$ cat src/rtl/prog_loader.sv
// prog_loader: writable 16x8 program memory with a byte-stream loader.
//
// The host streams 16 instruction bytes over a valid/ready handshake while
// the CPU is held in reset. Once the program is complete the CPU is released
// and fetches instructions combinationally through addr/instruction.
//
// Optional feature macro: PROG_LOADER_CHECKSUM_EN
//   defined   - a 17th byte must equal the 8-bit sum of the 16 program bytes;
//               a mismatch parks the loader in ERROR with the CPU still held.
//   undefined - the 16th byte releases the CPU directly; error is tied to 0.
//
// Ports:
//   refclk       in   system clock, rising edge
//   reset        in   asynchronous, active-high reset
//   load_start   in   request to (re)start loading; honoured in IDLE/RUN/ERROR
//   byte_in      in   instruction byte (7:4 opcode, 3:0 immediate)
//   byte_valid   in   byte_in carries a byte
//   byte_ready   out  loader accepts a byte this cycle (decoded from state)
//   addr         in   CPU fetch address
//   instruction  out  mem[addr], combinational
//   cpu_hold     out  registered; high holds the CPU in reset
//   load_addr    out  index of the next program byte to be written
//   done         out  registered; high while the program is released
//   error        out  registered; checksum mismatch flag
module prog_loader (
    input  logic       refclk,
    input  logic       reset,
    input  logic       load_start,
    input  logic [7:0] byte_in,
    input  logic       byte_valid,
    output logic       byte_ready,
    input  logic [3:0] addr,
    output logic [7:0] instruction,
    output logic       cpu_hold,
    output logic [3:0] load_addr,
    output logic       done,
    output logic       error
);

    typedef enum logic [2:0] {
        S_IDLE,
        S_LOAD,
        S_CHECK,
        S_RUN,
        S_ERROR
    } state_t;

    state_t     state;
    logic [7:0] mem [16];
    logic       xfer;

    assign byte_ready  = (state == S_LOAD) || (state == S_CHECK);
    assign xfer        = byte_valid && byte_ready;
    assign instruction = mem[addr];

`ifdef PROG_LOADER_CHECKSUM_EN
    logic [7:0] sum;
    logic       error_q;
    assign error = error_q;
`else
    assign error = 1'b0;
`endif

    // Program store. Only LOAD-state transfers write; the checksum byte
    // accepted in CHECK is never stored.
    always_ff @(posedge refclk or posedge reset) begin
        if (reset) begin
            for (int i = 0; i < 16; i++) mem[i] <= 8'h00;
        end else if (xfer && state == S_LOAD) begin
            mem[load_addr] <= byte_in;
        end
    end

    always_ff @(posedge refclk or posedge reset) begin
        if (reset) begin
            state     <= S_IDLE;
            load_addr <= 4'd0;
            cpu_hold  <= 1'b1;
            done      <= 1'b0;
`ifdef PROG_LOADER_CHECKSUM_EN
            sum       <= 8'h00;
            error_q   <= 1'b0;
`endif
        end else begin
            case (state)
                S_IDLE: begin
                    if (load_start) begin
                        state     <= S_LOAD;
                        load_addr <= 4'd0;
`ifdef PROG_LOADER_CHECKSUM_EN
                        sum       <= 8'h00;
`endif
                    end
                end

                S_LOAD: begin
                    if (xfer) begin
                        // 4-bit index wraps to 0 after the 16th byte
                        load_addr <= load_addr + 4'd1;
`ifdef PROG_LOADER_CHECKSUM_EN
                        sum       <= sum + byte_in;
                        if (load_addr == 4'd15) state <= S_CHECK;
`else
                        if (load_addr == 4'd15) begin
                            state    <= S_RUN;
                            cpu_hold <= 1'b0;
                            done     <= 1'b1;
                        end
`endif
                    end
                end

`ifdef PROG_LOADER_CHECKSUM_EN
                S_CHECK: begin
                    if (xfer) begin
                        if (byte_in == sum) begin
                            state    <= S_RUN;
                            cpu_hold <= 1'b0;
                            done     <= 1'b1;
                        end else begin
                            state    <= S_ERROR;
                            error_q  <= 1'b1;
                        end
                    end
                end

                S_ERROR: begin
                    if (load_start) begin
                        state     <= S_LOAD;
                        load_addr <= 4'd0;
                        sum       <= 8'h00;
                        error_q   <= 1'b0;
                    end
                end
`endif

                S_RUN: begin
                    // Memory is kept; the next load overwrites it in place.
                    if (load_start) begin
                        state     <= S_LOAD;
                        load_addr <= 4'd0;
                        cpu_hold  <= 1'b1;
                        done      <= 1'b0;
`ifdef PROG_LOADER_CHECKSUM_EN
                        sum       <= 8'h00;
`endif
                    end
                end

                default: state <= S_IDLE;
            endcase
        end
    end

endmodule

$ cat config.mk
export PLATFORM = sky130hd
export DESIGN_NAME = prog_loader
export DESIGN_NICKNAME = d
export VERILOG_FILES = /design/src/rtl/prog_loader.sv
export SDC_FILE = /design/constraint.sdc
export NUM_CORES = 1
export LEC_CHECK = 0
export ABC_AREA = 1
export BUFFER_PORTS_ARGS = -buffer_cell sky130_fd_sc_hd__buf_4
export CORE_MARGIN = 4
export CORE_UTILIZATION = 55
export CTS_BUF_LIST = sky130_fd_sc_hd__clkbuf_8
export DETAILED_ROUTE_END_ITERATION = 12
export GPL_TIMING_DRIVEN = 0
export PLACE_DENSITY = 0.73
export SETUP_SLACK_MARGIN = 0.4
export SLEW_MARGIN = 40
export SYNTH_ARGS = -nofsm -noshare
export SYNTH_HDL_FRONTEND = slang
export SYNTH_SLANG_ARGS = --single-unit
$ cat constraint.sdc
create_clock -name refclk -period 4.2 [get_ports refclk]
set_input_delay 0.21 -clock refclk [delete_from_list [all_inputs] [get_ports refclk]]
set_output_delay 0.21 -clock refclk [all_outputs]
set_load 0.01 [all_outputs]
Word-level counts from Yosys, hierarchy flattened
Cells that the tools add are included.

Register bits: 137. Bits of input ports: 16. Output and inout port bits: 16. Logic and storage cells: 66.

Add/sub/neg operators: 1. Order comparisons: 3. Equal/unequal tests: 8. Muxes and demuxes: 21. Bitwise gates (word level): 2. Reductions and logical operators: 11.

Operators with widths (number): $bwmux 128 (1); $bmux 8 s4 (1); $demux 8 s4 (1); $mux 8 (3); $ge 5x5->1 const B (2); $not 4->5 (2); $mux 3 (3); $mux 4 (2); $pmux 4 s2 (1); $eq 3x2->1 const B (2); $mux 1 (6); $pmux 3 s2 (1); $reduce_and 3->1 (2); $lt 5x1->1 const B (1); $add 4x1->4 const B (1); $eq 4x4->1 const B (1); $ne 2x1->1 const B (2); $ne 2x2->1 const B (2); $pmux 1 s2 (2); $reduce_and 4->1 (1); $reduce_bool 2->1 (2); $eq 3x1->1 const B (1); $logic_and 1x1->1 (3); $logic_not 3->1 (1); 2 further kinds (2).

Depth between registers and ports, before layout
Word-level depth: 6. Gate-level depth with buffers: 8. Gate-level depth less buffers: 8.

Worst setup path after synthesis
OpenSTA, ideal clock, no wires.

Path kind: reg-to-reg. Start: register state[1]. End: register mem[40] (netlist name). Setup time: 0.133 ns. Arrival: 1.324 ns. Required time: 4.067 ns. Setup slack: 2.742 ns. Stages on the path, launching flop included: 9. Buffers on the path: 1. Period minus slack after synthesis: 1.458 ns. Cells stage by stage: dfrtp_1 inv_1 ha_1 nand2_4 nor2_4 nand2_1 buf_6 nand2_1 o21ai_0.

Word-level cells in the longest chain between the ends: 4. Elaborated cells on any way between the ends: 5. Classes of those cells: eq/ne (2); reduce/logical (3).

RTL lines: start, declared (RTL line 48) `state_t state;`; start signal, assigned (RTL line 76) `state <= S_IDLE;`; start signal, assigned (RTL line 88) `state <= S_LOAD;`; start signal, assigned (RTL line 105) `state <= S_RUN;`; $eq 3x1->1 or $eq 3x2->1 (tied branches) (RTL line 52, 69); $logic_or 1x1->1 (RTL line 52) `assign byte_ready = (state == S_LOAD) || (state == S_CHECK);`; $logic_and 1x1->1 (RTL line 53) `assign xfer = byte_valid && byte_ready;`; $logic_and 1x1->1 * (RTL line 69) `end else if (xfer && state == S_LOAD) begin`; end signal, assigned by index (RTL line 70) `mem[load_addr] <= byte_in;`; end, declared (RTL line 49) `logic [7:0] mem [16];`.

Mark *: on every way between the ends. The rest lies on a longest branch, timed or not. A chain may end at the register's enable or synchronous reset.

Worst setup path after layout
Start: input addr[0]. End: output instruction[2].

Word-level cells in the longest chain between the ends: 4.

RTL lines: start, declared (RTL line 32) `input logic [3:0] addr,`; $not 4->5 (not written as such) (RTL line 54) `assign instruction = mem[addr];`; $bmux 8 s4 (RTL line 54); $mux 8 (not written as such) (2 in a row) (RTL line 54); end, declared (RTL line 33) `output logic [7:0] instruction,`.

Every way passes these cells. The select of a mux whose other input is x is not followed.

==> run summary <==
The longest clock path from root to sink contains 2 buffers. The largest net degree at the start of global routing is 26. The placed wire-length estimate after detailed placement came out at 13410 um. For this run, the top clock speed supported by timing is 0.4850 GHz. The netlist uses 20 different library cells.

The worst hold path begins at byte_in[1]. The startpoint identified for the worst register-to-register timing path is state[1]. The max-slew violation count came out at 0. The netlist area before placement came out at 6782 um2. The register cell area after layout came out at 3405 um2. The run finished with clean final reports. The top cell types in the final layout, fill and taps aside, are sky130_fd_sc_hd__nand2_1 (322), sky130_fd_sc_hd__dfrtp_1 (135), sky130_fd_sc_hd__inv_1 (130).

Clock-pin slew was measured on the worst setup and hold paths at 70 ps. Measured along the y axis, the die boundary spans 119.0 um. The endpoint of the worst hold-timing path is mem[97]. The final setup violation count came out at 0.

The power density normalized to cell area came out at 475.0 nW/um2. The launching element of the worst setup path is addr[0]. The global routing usage summed across all routing layers came out at 28.35%.

The endpoint identified for the worst register-to-register timing path is mem[50]. The worst hold path was traced through 3 stages. The floorplan step defined a die boundary enclosing 14170 um2. Setup repair after global routing left no endpoint under its margin. The worst-skew pair later-pin latency came out at 460 ps. In the final layout, the multi-input gates occupy 2596 um2. The number of vias after detailed routing came out at 6007.

The CTS tree is yes. The share of the clock period used by the worst path came out at 49.09%. The tightest min-delay check is of the primary input to flip-flop type. The worst-path maximum fanout came out at 10. The final antenna-violating net count came out at 0. The relative max-transition margin is 46.12%. The number of H-tree levels is 4. Among all stages on the critical path, the largest delay is contributed by sky130_fd_sc_hd__clkbuf_1. The fraction of layout instances using a drive strength above 1 is 10.41%.

In this run, the number of DRC markers left after iteration 0 of detailed routing was 463. The leakage power is 0.003862 uW. At the end of the flow, the number of nets in the layout was 971. The critical path goes through buf_4 > inv_2 > clkbuf_1 > nand2_1 > nand3_1 > nand3_1 > nand3_1 > nand2_1 > buf_4.

Counting every instance in the synthesized netlist gives 895. The detailed-route wire length per cell is 17.05 um. During placement, the flow inserted port buffers numbering 27. The number of nets handed over by synthesis was 918. The worst-margin pin slew came out at 808.3 ps. The width of the die is 119.0 um. The count of cells resized by post-cts repair is 0. The layout overhead on the synthesized area is 14.26%. Data on the critical path is required at its endpoint by 3990 ps. The setup slack of the most critical reg-to-reg path came out at 2310 ps.

After filler insertion, the fill cell instance count of the layout stands at 1119. The most numerous cell type found on the critical path is sky130_fd_sc_hd__nand3_1. IR analysis of the VDD net gives a maximum drop of 0.4223 mV. The number of antenna violations at the first check in global routing came to 0. The library cell used as clock root buffer is sky130_fd_sc_hd__clkbuf_8. The total negative setup slack came out at 0 ps. In this design, the largest share of critical-path delay is due to buffers and inverters. After detailed routing, the number of remaining DRC violations is 0. The final global-route overflow total is 0. The number of buffers added by the clock tree synthesis step is 17. For this run, the number of Yosys warnings is 0. 0 antenna diodes ended up in the layout. The critical path in this run is classified as primary input to primary output. After detailed routing, the total wire length is 19260 um. The clock sink count is 136.

Once the floorplan was initialized, standard cells occupied 56.22% of the core. The worst path buffer plus inverter count is 4. The largest incremental delay on the critical path came out at 610 ps. The global-route wire length before repair came out at 30580 um. Each instance of the synthesized netlist takes up on average 7.577 um2. The sequential element share of the synthesized area is 50.20%.

The worst setup path is captured at a primary output. The number of primary I/O pins came out at 32. The number of rows created at floorplan came out at 40. The arrival time reported for the critical path endpoint came out at 1850 ps. The final count of hold timing violations came out at 0. The number of vias per cell after detailed routing is 5.321. The setup clock skew after layout is 8.290 ps. The library cell used most frequently in the layout, excluding fill and tap cells, is sky130_fd_sc_hd__nand2_1. The synthesis-stage register bit count came out at 136. The first detailed-routing pass ran for 5 iterations.

The clock period minus worst slack is 2062 ps. The startpoint kind of the worst setup timing path is a primary input. The number of max-cap violations came out at 0. The number of cells on the worst reg-to-reg path is 7. The via count of the first global-routing pass is 5782.

The share of the core filled with cells came out at 64.24%. The routability congestion estimate is 0.9654. After floorplanning, the core was sized to cover 12060 um2.
what timing repair did:
item,in CTS,in global routing
setup buffers,0,0
hold buffers,1,0
endpoints found under the hold margin,50,0
report_power, final:
group | leakage [uW] | switching (uW) | internal (uW)
sequential | 0.00184 | 135 | 1550
combinational | 0.00180 | 565 | 335
clock | 0.000222 | 505 | 587
area by class of cell:
| class | count | area share, % |
|---|---|---|
| Sequential cell | 136 | 43.94 |
| Multi-Input combinational cell | 583 | 33.51 |
| Inverter | 127 | 6.201 |
| Timing Repair Buffer | 34 | 4.683 |
| Buffer | 49 | 3.924 |
| Clock buffer | 18 | 3.197 |
| Tap cell | 168 | 2.713 |
| Clock inverter | 14 | 1.841 |
worst max path at each step:
stage	endpoint	slack [ps]	cells after the start
final	instruction[2]	2140	9
after floorplan	done	2300	1
after global placement	mem[80]	1450	2
after CTS	instruction[2]	2200	9
after global routing	instruction[2]	2090	9
after detailed placement	instruction[2]	2200	9
metal layers:
metal / wire length [um] / global-route usage (%) / vias to the layer above
li1: - / - / 2885
met4: 940 / 14.92 / 0
met3: 1548 / 8.072 / 62
met5: 0 / 0 / -
met2: 8679 / 42.74 / 241
met1: 8086 / 37.23 / 2819
state kept, by name, indices dropped and copies added (netlist names):
name and count:
mem 128, load_addr 4, state 2, cpu_hold 1, done 1
cells in the mapped netlist, drive strengths merged:
master  number  area share, %
nand2      326             18
o21ai      138             10
dfrtp      135             50
inv        127            7.0
nand3      100            7.4
buf         31            3.5
clkbuf      18            1.0
nor2         8           0.89
ha           7            1.3
a21oi        3           0.22
conb         1          0.055
dfstp        1           0.39
kinds of logic (layout without fill, tap and decap cells):
group                    count (synthesis)  in the layout  synth area share (%)
AND/OR/NAND/NOR                        434            434                 26.53
buffers and inverters                  176            242                 11.51
AO/OA/AOI/OAI                          141            141                 10.41
flip-flops                             136            136                 50.20
adder cells (fa/ha/maj)                  7              7                 1.291
other                                    1              1               0.05530
per-stage QoR:
step / hold WS (ps) / setup WS (ps) / instances / cell area, um2 / power, uW
2_1_floorplan: 426.7 / 2298 / 895 / 6785 / 2303
3_3_place_gp: 465.9 / 1448 / 1090 / 7198 / 2561
3_5_place_dp: 167.5 / 2204 / 1096 / 7348 / 2604
4_1_cts: 104.5 / 2203 / 1129 / 7749 / 3686
5_1_grt: 126.8 / 2091 / 1129 / 7749 / 3917
6_report: 93.29 / 2138 / 1129 / 7749 / 3680
worst reg2reg max path, cell delays in order, from the launching register on:
cell	delay (ps)
sky130_fd_sc_hd__dfrtp_1	410
sky130_fd_sc_hd__inv_1	70
sky130_fd_sc_hd__ha_1	280
sky130_fd_sc_hd__nand2_4	160
sky130_fd_sc_hd__nor2_4	230
sky130_fd_sc_hd__nand2_1	240
sky130_fd_sc_hd__buf_6	220
sky130_fd_sc_hd__o21ai_0	190
No activity file was read; power rests on OpenSTA's default activity.
